`src/rtl/control_sequencer.sv`:
```
// Registered ID-stage control decoder with LDM/STM micro-op expansion,
// a valid/ready output register and a synchronous flush.
module control_sequencer #(
    parameter int NREGS    = 16,
    parameter int REGIDX_W = 4,
    parameter int CMD_W    = 4,
    parameter int OFFS_W   = 8
) (
    input  logic                clk,
    input  logic                rst,
    input  logic                in_valid,
    output logic                in_ready,
    input  logic [1:0]          mode,
    input  logic [3:0]          opcode,
    input  logic                S,
    input  logic [NREGS-1:0]    reg_list,
    input  logic                flush,
    output logic                out_valid,
    input  logic                out_ready,
    output logic [CMD_W-1:0]    exeCMD,
    output logic                S_UpdateSig,
    output logic                branch,
    output logic                memWriteEn,
    output logic                memReadEn,
    output logic                writeBackEn,
    output logic [REGIDX_W-1:0] uop_reg,
    output logic [OFFS_W-1:0]   uop_offset,
    output logic                uop_last,
    output logic                illegal,
    output logic                busy
);

    typedef enum logic {IDLE, SEQ} state_t;

    typedef struct packed {
        logic [CMD_W-1:0] cmd;
        logic             s_upd;
        logic             br;
        logic             mem_wr;
        logic             mem_rd;
        logic             wb;
        logic             ill;
    } ctrl_t;

    typedef struct packed {
        ctrl_t               ctrl;
        logic [REGIDX_W-1:0] reg_idx;
        logic [OFFS_W-1:0]   offs;
        logic                last;
    } uop_t;

    state_t             state_q, state_d;
    uop_t               uop_q, uop_d;
    logic               out_valid_q, out_valid_d;
    logic [NREGS-1:0]   rem_q, rem_d;
    logic [OFFS_W-1:0]  noff_q, noff_d;

    logic               slot_free;
    logic               accept;
    logic [NREGS-1:0]   rem_after;
    logic [NREGS-1:0]   list_after;

    function automatic logic [CMD_W-1:0] cmd_c(input logic [3:0] c);
        return CMD_W'(c);
    endfunction

    function automatic ctrl_t decode(input logic [1:0] m, input logic [3:0] op, input logic s);
        ctrl_t c;
        c = '0;
        case (m)
            2'b00: begin
                c.s_upd = s;
                c.wb    = 1'b1;
                case (op)
                    4'b1101: c.cmd = cmd_c(4'b0001);
                    4'b1111: c.cmd = cmd_c(4'b1001);
                    4'b0100: c.cmd = cmd_c(4'b0010);
                    4'b0101: c.cmd = cmd_c(4'b0011);
                    4'b0010: c.cmd = cmd_c(4'b0100);
                    4'b0110: c.cmd = cmd_c(4'b0101);
                    4'b0000: c.cmd = cmd_c(4'b0110);
                    4'b1100: c.cmd = cmd_c(4'b0111);
                    4'b0001: c.cmd = cmd_c(4'b1000);
                    4'b1010: begin
                        c.cmd   = cmd_c(4'b0100);
                        c.s_upd = 1'b1;
                        c.wb    = 1'b0;
                    end
                    4'b1000: begin
                        c.cmd   = cmd_c(4'b0110);
                        c.s_upd = 1'b1;
                        c.wb    = 1'b0;
                    end
                    default: begin
                        c     = '0;
                        c.ill = 1'b1;
                    end
                endcase
            end
            2'b01, 2'b11: begin
                c.cmd    = cmd_c(4'b0010);
                c.mem_rd = s;
                c.wb     = s;
                c.mem_wr = !s;
            end
            default: begin
                c.br = 1'b1;
            end
        endcase
        return c;
    endfunction

    // Lowest set bit wins: scan downward so the last hit is the smallest index.
    function automatic logic [REGIDX_W-1:0] first_idx(input logic [NREGS-1:0] m);
        logic [REGIDX_W-1:0] r;
        r = '0;
        for (int i = NREGS - 1; i >= 0; i--) begin
            if (m[i]) r = REGIDX_W'(i);
        end
        return r;
    endfunction

    assign slot_free  = !out_valid_q || out_ready;
    assign in_ready   = rst && !flush && (state_q == IDLE) && slot_free;
    assign accept     = in_valid && in_ready;
    assign rem_after  = rem_q & (rem_q - NREGS'(1));
    assign list_after = reg_list & (reg_list - NREGS'(1));

    always_comb begin
        state_d     = state_q;
        uop_d       = uop_q;
        out_valid_d = out_valid_q;
        rem_d       = rem_q;
        noff_d      = noff_q;
        if (flush) begin
            out_valid_d = 1'b0;
            state_d     = IDLE;
            rem_d       = '0;
        end else if (state_q == SEQ) begin
            // Control fields persist in uop_q; only index/offset/last advance.
            if (slot_free) begin
                uop_d.reg_idx = first_idx(rem_q);
                uop_d.offs    = noff_q;
                uop_d.last    = (rem_after == '0);
                rem_d         = rem_after;
                noff_d        = noff_q + OFFS_W'(4);
                out_valid_d   = 1'b1;
                if (rem_after == '0) state_d = IDLE;
            end
        end else if (accept) begin
            uop_d.ctrl    = decode(mode, opcode, S);
            uop_d.reg_idx = '0;
            uop_d.offs    = '0;
            uop_d.last    = 1'b1;
            out_valid_d   = 1'b1;
            if (mode == 2'b11) begin
                if (reg_list == '0) begin
                    uop_d.ctrl     = '0;
                    uop_d.ctrl.ill = 1'b1;
                end else begin
                    uop_d.reg_idx = first_idx(reg_list);
                    if (list_after != '0) begin
                        uop_d.last = 1'b0;
                        rem_d      = list_after;
                        noff_d     = OFFS_W'(4);
                        state_d    = SEQ;
                    end
                end
            end
        end else if (out_ready) begin
            out_valid_d = 1'b0;
        end
    end

    always_ff @(posedge clk or negedge rst) begin
        if (!rst) begin
            state_q     <= IDLE;
            uop_q       <= '0;
            out_valid_q <= 1'b0;
            rem_q       <= '0;
            noff_q      <= '0;
        end else begin
            state_q     <= state_d;
            uop_q       <= uop_d;
            out_valid_q <= out_valid_d;
            rem_q       <= rem_d;
            noff_q      <= noff_d;
        end
    end

    assign out_valid   = out_valid_q;
    assign exeCMD      = uop_q.ctrl.cmd;
    assign S_UpdateSig = uop_q.ctrl.s_upd;
    assign branch      = uop_q.ctrl.br;
    assign memWriteEn  = uop_q.ctrl.mem_wr;
    assign memReadEn   = uop_q.ctrl.mem_rd;
    assign writeBackEn = uop_q.ctrl.wb;
    assign illegal     = uop_q.ctrl.ill;
    assign uop_reg     = uop_q.reg_idx;
    assign uop_offset  = uop_q.offs;
    assign uop_last    = uop_q.last;
    assign busy        = (state_q == SEQ);

endmodule

```
`config.mk`:
```
export PLATFORM = sky130hd
export DESIGN_NAME = control_sequencer
export DESIGN_NICKNAME = d
export VERILOG_FILES = /design/src/rtl/control_sequencer.sv
export SDC_FILE = /design/constraint.sdc
export NUM_CORES = 1
export LEC_CHECK = 0
export CAP_MARGIN = 25
export CORE_UTILIZATION = 45
export CTS_CLUSTER_SIZE = 10
export DETAILED_ROUTE_END_ITERATION = 10
export PLACE_DENSITY = 0.71
export REMOVE_ABC_BUFFERS = 1
export SYNTH_ARGS = -nofsm -noshare
export SYNTH_HDL_FRONTEND = slang
export SYNTH_SLANG_ARGS = --single-unit
```
`constraint.sdc`:
```
create_clock -name clk -period 2.4 [get_ports clk]
set_clock_uncertainty 0.2 [all_clocks]
set_input_delay 0.48 -clock clk [delete_from_list [all_inputs] [get_ports clk]]
set_output_delay 0.48 -clock clk [all_outputs]
set_load 0.005 [all_outputs]
```
# Yosys cells after proc, flatten, opt, wreduce, memory -nomap -nowiden
# Index checks and enable logic that the tools add are counted.
[word_totals]
register_bits = 49
input_bits = 28
output_inout_bits = 26
[op_classes]
add_sub_neg = 3
n_eq_ne = 16
n_mux = 76
bitwise_logic = 4
reduce_logical = 32
[ops]
columns = ["cell", "count"]
rows = [
  ["4-bit two-way mux", 33],
  ["16-bit two-way mux", 7],
  ["8-bit two-way mux", 6],
  ["13-bit two-way mux", 3],
  ["4-bit case mux with 9 select lines", 1],
  ["16-bit AND", 2],
  ["16-bit zero test", 2],
  ["16-bit by 1-bit subtractor with 16-bit output (second input constant)", 2],
  ["1-bit two-way mux", 21],
  ["4-bit equality test (second input constant)", 5],
  ["16-bit nonzero test", 1],
  ["14-bit two-way mux", 1],
  ["4-bit by 3-bit equality test with 1-bit output (second input constant)", 3],
  ["11-bit OR reduction", 1],
  ["10-bit two-way mux", 1],
  ["3-bit nonzero test", 3],
  ["9-bit OR reduction", 1],
  ["8-bit by 3-bit adder with 8-bit output (second input constant)", 1],
  ["4-bit case mux with 2 select lines", 1],
  ["2-bit OR reduction", 4],
  ["3-bit case mux with 2 select lines", 1],
  ["3-bit AND reduction", 2],
  ["6-bit AND reduction", 1],
  ["2-bit nonzero test", 3],
  ["other kinds (19)", 25],
]

# Logic depth before layout (Yosys ltp)
# Gate-level depths: netlist (run 1).
[depth]
depth_word = 20
mapped_depth = 10
mapped_depth_nobuf = 7

# Worst setup path after synthesis (run 1)
# No wires, ideal clock.
[synth_timing]
path_kind = "input-to-reg"
start = "input port reg_list[6]"
end = "register rem_q[2]"
arrival_time_ps = 2675
required_ps = 2074
setup_slack_ps = -601
stages = 9
path_buffers = 2
path_cell_list = "buf_2 -> or4_1 -> o41ai_1 -> nand3_1 -> or2_1 -> o311ai_4 -> buf_6 -> nor4b_1 -> a221o_1"
[synth_between]
elab_chain_cells = 5
word_cells_on_any_way = 7
[synth_lines]
columns = ["item", "line", "text"]
rows = [
  ["from (decl)", "16", "input logic [NREGS-1:0] reg_list,"],
  ["16-bit by 1-bit subtractor with 16-bit output", "127", "assign list_after = reg_list & (reg_list - NREGS'(1));"],
  ["16-bit AND", "127", ""],
  ["16-bit nonzero test", "162", "if (list_after != '0) begin"],
  ["3-bit nonzero test (no line)", "n/a", ""],
  ["5-bit AND reduction (no line) (*)", "n/a", ""],
  ["to (signal assigned)", "186", "rem_q <= rem_d;"],
  ["to (decl)", "55", "logic [NREGS-1:0] rem_q, rem_d;"],
]
# Every way passes the cells marked *; elsewhere a longest branch is shown, timed or not.
# A chain may end at the register's enable or synchronous reset.

# Final worst setup path (run 1)
[layout_timing]
start = "input port reg_list[0]"
end = "register rem_q[14]"
[layout_between]
elab_chain_cells = 8
word_cells_on_any_way = 13
[layout_lines]
columns = ["item", "line", "text"]
rows = [
  ["16-bit by 1-bit subtractor with 16-bit output", "127", ""],
  ["16-bit AND", "127", ""],
  ["16-bit two-way mux", "162", ""],
  ["16-bit two-way mux", "157", "if (reg_list == '0) begin"],
  ["16-bit two-way mux", "156", "if (mode == 2'b11) begin"],
  ["16-bit two-way mux", "150", "end else if (accept) begin"],
  ["16-bit two-way mux", "139", "end else if (state_q == SEQ) begin"],
  ["16-bit two-way mux", "135", "if (flush) begin"],
]
# Parallel ways exist; a longest one is shown, timed or not. The select of a mux whose other input is x is not followed.

==> results of run 1 <==
worst max path at each step:
stage | startpoint | end | slack (ps) | depth (start not counted)
after floorplan | reg_list[1] | rem_q[2] | -600 | 7
after CTS | reg_list[4] | noff_q[4] | -300 | 9
final | reg_list[0] | rem_q[14] | -350 | 10
after detailed placement | reg_list[0] | noff_q[3] | -1100 | 9
after global placement | reg_list[1] | noff_q[5] | -970 | 10
after global routing | reg_list[0] | rem_q[7] | -400 | 10
cells in the final DEF (no fill, tap or decap), drive strengths merged, types with 4 or more instances in the layout:
master | synthesis | layout
inv | 11 | 11
nor2b | 6 | 6
nand2b | 4 | 4
nand3 | 22 | 22
nor2 | 27 | 27
nor4 | 8 | 8
maj3 | 5 | 5
nor3 | 11 | 11
o311ai | 6 | 6
or3 | 7 | 7
dfrtp | 44 | 44
o211ai | 6 | 6
clkbuf | 12 | 9
and3 | 4 | 4
nand2 | 41 | 41
clkdlybuf4s50 | 0 | 34
a21oi | 20 | 20
buf | 8 | 102
o21ai | 36 | 36
or2 | 5 | 5
a21o | 8 | 8
metrics by stage:
stage	hold WS, ps	worst slack [ps]	instances	area (um2)	power (mW)
after CTS	153	-302	541	4170	1.83
after global placement	265	-971	528	3900	1.32
after detailed placement	263	-1100	528	3900	1.33
after floorplan	-15.6	-600	324	2720	1.03
after global routing	170	-398	550	4440	1.97
final	130	-354	550	4440	1.88
routing by layer:
layer  part of all wire (%)  vias to the layer above  track usage, %  routed length [um]
met5                      0                        -               0                   0
met4                    4.1                        0            13.0                 414
met3                    7.5                       41            3.26                 768
met2                     49                      194            47.6                4960
met1                     40                     1622            40.6                4060
li1                       -                     1537               -                   -
what timing repair did:
action	in CTS	in global routing
pin swaps	18	33
endpoints found under the setup margin	33	35
gates resized for setup	79	51
setup buffers	5	10
gates cloned	1	0
hold buffers	0	0
cell families after synthesis:
kind of cell               Yosys count  share of synthesized area [%]
xor gates and xnor gates             1                          0.311
DFF                                 44                           39.1
other                                1                          0.133
and+or+nand+nor                    146                           25.5
adders and majority gates            6                           2.22
buffers and inverters               31                           4.98
AOI/OAI and AO/OA                  114                           27.7
power breakdown:
group / total [mW] / switching [mW] / internal (mW)
clock network: 0.475 / 0.278 / 0.198
registers: 0.860 / 0.0546 / 0.805
logic: 0.544 / 0.259 / 0.285
total: 1.88 / 0.591 / 1.29
worst max-delay path, cell delays in order:
cell and delay (ps):
buf_6 90, or4_4 610, o41ai_4 400, nand3_1 150, or2_4 280, buf_6 120, o21ai_4 170, buf_6 190
buf_4 130, o221ai_2 80
layout make-up:
cell class / instances / area (um2) / area share (%)
inverters: 11 / 41.3 / 0.929
well taps: 75 / 93.8 / 2.11
repair buffers: 144 / 1220 / 27.4
clock buffers: 5 / 68.8 / 1.55
clock inverters: 2 / 12.5 / 0.282
multi-input cells: 269 / 1910 / 43.0
flip-flops and latches: 44 / 1100 / 24.8
==> results_dict.tcl, run 1 <==
set metrics [dict create \
    antenna_found_initial 0 \
    leakagePower_nw 2.05 \
    synth_cell_types 60 \
    synth_top_area_share_pct 39.1 \
    cts_tree "yes" \
    fillers 423 \
    pin_count 54 \
    cp-end-kind "flop" \
    cts_buffers 5 \
    final_max_slew_viol_count 0 \
    finalSetupViolations 26 \
    drc_errors 0 \
    hpwlAfterDp_um 6540 \
    seq_area_frac_synth_pct 39.1 \
    setup_slack_ps -354 \
    arrival_ps 2720 \
    area_growth_pct 58.0 \
    coreArea_um2 5990 \
    relSlewSlack_pct 61.3 \
    startpoint_type "input pin" \
    synthTopCellsByArea "dfrtp_1 (39%), nand2_1 (5.5%), o21ai_0 (4.1%)" \
    synth_top_flop_cell "dfrtp_1" \
    rsz0062_at_grt "yes" \
    dieArea_um2 6570 \
    finalCritPeriodShare_pct 115 \
    synthCells 343 \
    synth_edf_count 0 \
    final_layout_size_suffix_gt1_share_pct 34.3 \
    dieHeight_um 81.1 \
    fin_nets 504 \
    grt_pass1_wl_um 14800 \
    final_core_util_pct 74.2 \
    grt_pass1_vias 3012 \
    violations "negative setup slack" \
    synth_common_cells "dfrtp_1 (44), nand2_1 (41), nor2_1 (27), o21ai_0 (23), nand3_1 (22)" \
    r2r_end "noff_q[6]" \
    hold_class "in2async" \
    grt_max_degree 45 \
    fmax_ghz 0.363 \
    r2r-start "out_valid" \
    yosysMostFrequentCell "dfrtp_1" \
    synth_warnings 0 \
    dr.pass1.iters 5 \
    critPathRequiredTime_ps 2370 \
    reg2reg_depth 10 \
    totalWireLength_um 10200 \
    regMostFlops "rem_q" \
    ys_seq_elements 44 \
    num_vias 3394 \
    reg2reg_slack_ps -180 \
    clkTransAtPathRegs_ps 90 \
    initial_core_util_pct 47.0 \
    routedWlPerCell_um 18.5 \
    cp_max_fo 8 \
    cts-root-buf "clkbuf_8" \
    drt_iter0_markers 291 \
    track_usage_pct 29.8 \
    clock_latency_ps 310 \
    clock_sinks 44 \
    setup-tns-final_ps -6530 \
    gp_congestion 1.02 \
    cap_violations 0 \
    via_per_inst 6.17 \
    syn_area_um2 2810 \
    critPathKind "in2reg" \
    syn_avg_cell_area_um2 8.20 \
    grt-ovfl-total 0 \
    clockBufferDepth 2 \
    hold_violations 0 \
    fin_crit_ps 2750 \
    rows 28 \
    worstMarginPinSlew_ps 580 \
    status "finished, violations left" \
    drtAntennaViolNets 0 \
    synthArstFlopShare_pct 100 \
    antenna_cells 0 \
    yosys.area.top_type "dfrtp_1" \
    portBuffers 51 \
    dieWidth_um 81.1 \
    powerDensity_nw_per_um2 423 \
    htreeDepth 2 \
    vdd_ir_drop_max_mv 0.319 \
    largest_register_ffs 15 \
]
No activity file was read; power rests on OpenSTA's default activity.
==> run 2, diff against run 1 <==
--- a/config.mk
+++ b/config.mk
@@ -6,6 +6,7 @@
 export NUM_CORES = 1
 export LEC_CHECK = 0
 export CAP_MARGIN = 25
+export CORE_MARGIN = 3
 export CORE_UTILIZATION = 45
 export CTS_CLUSTER_SIZE = 10
 export DETAILED_ROUTE_END_ITERATION = 10
==> run 2 against run 1 <==
- the flow still finishes with violations (negative setup slack)
- sequential share of layout area fell by 0.57 points
- core utilization rose by 1.7 points
- highest routed layer unchanged
- largest cell class unchanged
- global-route usage fell by 3.9 points
- maximum frequency fell by 0.37%
- critical path type unchanged
- sequential power rose by 0.5%
- die area rose by 10%
- non-clock buffer count rose by 5
==> results_dict.tcl, run 2 (synthesis gave the netlist of run 1 again) <==
set metrics [dict create \
    vdd_ir_drop_max_mv 0.424 \
    rsz0062_at_grt "yes" \
    antenna_found_initial 0 \
    clock_sinks 44 \
    dieArea_um2 7240 \
    grt_max_degree 45 \
    fin_crit_ps 2760 \
    setup_slack_ps -364 \
    fin_nets 509 \
    gp_congestion 1.04 \
    final_cell_mix "buf_4 (81), dfrtp_1 (44), nand2_1 (40), clkdlybuf4s50_1 (33), nor2_1 (23)" \
    rows 28 \
    cts_buffers 5 \
    drt_iter0_markers 301 \
    hpwlAfterDp_um 6590 \
    via_per_inst 6.08 \
    dieWidth_um 85.1 \
    hold_class "in2async" \
    finalCritPeriodShare_pct 115 \
    cts-root-buf "clkbuf_8" \
    regMostFlops "rem_q" \
    cap_violations 0 \
    use_met2_pct 41.4 \
    num_vias 3378 \
    worstMarginPinSlew_ps 577 \
    reg2reg_slack_ps -30 \
    routedWlPerCell_um 18.1 \
    powerDensity_nw_per_um2 450 \
    status "finished, violations left" \
    grt_use_met1_pct 34.9 \
    cp_max_fo 8 \
    track_usage_pct 25.9 \
    startpoint_type "input pin" \
    grt.busiest_layer "met2" \
    fillers 399 \
    final_max_slew_viol_count 0 \
    critPathKind "in2reg" \
    portBuffers 51 \
    initial_core_util_pct 47.0 \
    clockBufferDepth 2 \
    met3_usage_pct 4.27 \
    p_total_mw 2.05 \
    grt-ovfl-total 0 \
    place_ws_ps -1090 \
    leakagePower_nw 2.09 \
    hold_violations 0 \
    drc_errors 0 \
    final_common_cell "buf_4" \
    coreArea_um2 5990 \
    totalWireLength_um 10100 \
    dr.pass1.iters 5 \
    hold_buffers 0 \
    drtAntennaViolNets 0 \
    clkTransAtPathRegs_ps 110 \
    critPathRequiredTime_ps 2450 \
    arrival_ps 2820 \
    final_core_util_pct 75.9 \
    pin_count 54 \
    final_layout_size_suffix_gt1_share_pct 36.2 \
    largest_register_ffs 15 \
    antenna_cells 0 \
    grt_pass1_wl_um 15100 \
    fmax_ghz 0.362 \
    cts_tree "yes" \
    area_growth_pct 61.7 \
    dieHeight_um 85.1 \
    violations "negative setup slack" \
    cp-end-kind "flop" \
    grt_pass1_vias 3134 \
    clock_latency_ps 320 \
    reg2reg_depth 8 \
    htreeDepth 2 \
    finalSetupViolations 23 \
    relSlewSlack_pct 61.5 \
]
[run 2: cell types whose count changed in the layout (fill, tap and decap cells not counted), moves of 3 or more]
cell	before	now
buf_6	15	19
dlygate4sd2_1	1	4
nand3_1	19	16
nand3_2	3	6
o21ai_1	9	6
o21ai_2	8	11
[run 2: per-stage QoR]
step           instance area [um2]  hold slack [ps]  cells  setup TNS, ps
6_report                      4550             72.2    556          -6850
3_5_place_dp                  3930              270    531         -28880
3_3_place_gp                  3930              267    531         -25810
4_1_cts                       4300             90.6    546          -4220
2_1_floorplan                 2720            -15.6    324         -10400
5_1_grt                       4550              121    556          -8090
[run 2: final timing paths]
kind	startpoint	endpoint
max	reg_list[2]	rem_q[13]
min	rst	rem_q[9]
max reg2reg	rem_q[11]	uop_last
min reg2reg	exeCMD[0]	exeCMD[0]
max in group asynchronous	rst	uop_offset[6]
min in group clk	exeCMD[0]	exeCMD[0]
[run 2: worst max-delay path, cell delays in order]
cell and delay, ps:
clkdlybuf4s15_1 190, buf_4 170, nor3_1 260, nand3b_1 220, buf_4 200, a21oi_1 240
o2111ai_2 200, buf_4 200, o21ai_4 180, buf_6 190, buf_6 120, nand3_2 70
nand3_2 90
[run 2: metal layers]
layer	up-vias	share of wire [%]
li1	1550	-
met1	1641	42
met2	150	48
met3	37	6.3
met4	0	3.5
met5	-	0
[run 2: cell type report]
class                      instances  area [um2]  area share, %
clock inverter                     2        38.8          0.853
sequential                        44        1100           24.2
clock buffer                       6        82.6           1.82
tap                               75        93.8           2.06
timing repair buffer             149        1280           28.1
multi-input combinational        269        1910           42.0
inverter                          11        41.3          0.908
[run 2: where the power goes]
part	internal (mW)	switching [mW]	total [mW]
Clock	0.341	0.295	0.636
Combinational	0.292	0.256	0.548
Sequential	0.805	0.0587	0.864
[run 2: repair_timing]
item	4_1_cts	5_1_grt
endpoints found under the setup margin	33	31
gates resized for setup	98	42
hold endpoints to repair	0	0
setup buffers	6	11
pin swaps	25	30
cloned	1	0
==> run 3, diff against run 2 <==
--- a/config.mk
+++ b/config.mk
@@ -6,7 +6,7 @@
 export NUM_CORES = 1
 export LEC_CHECK = 0
 export CAP_MARGIN = 25
-export CORE_MARGIN = 3
+export CORE_MARGIN = 1
 export CORE_UTILIZATION = 45
 export CTS_CLUSTER_SIZE = 10
 export DETAILED_ROUTE_END_ITERATION = 10
==> results of run 3 <==
Final layout, timing and power as in run 1 (identical DEF).
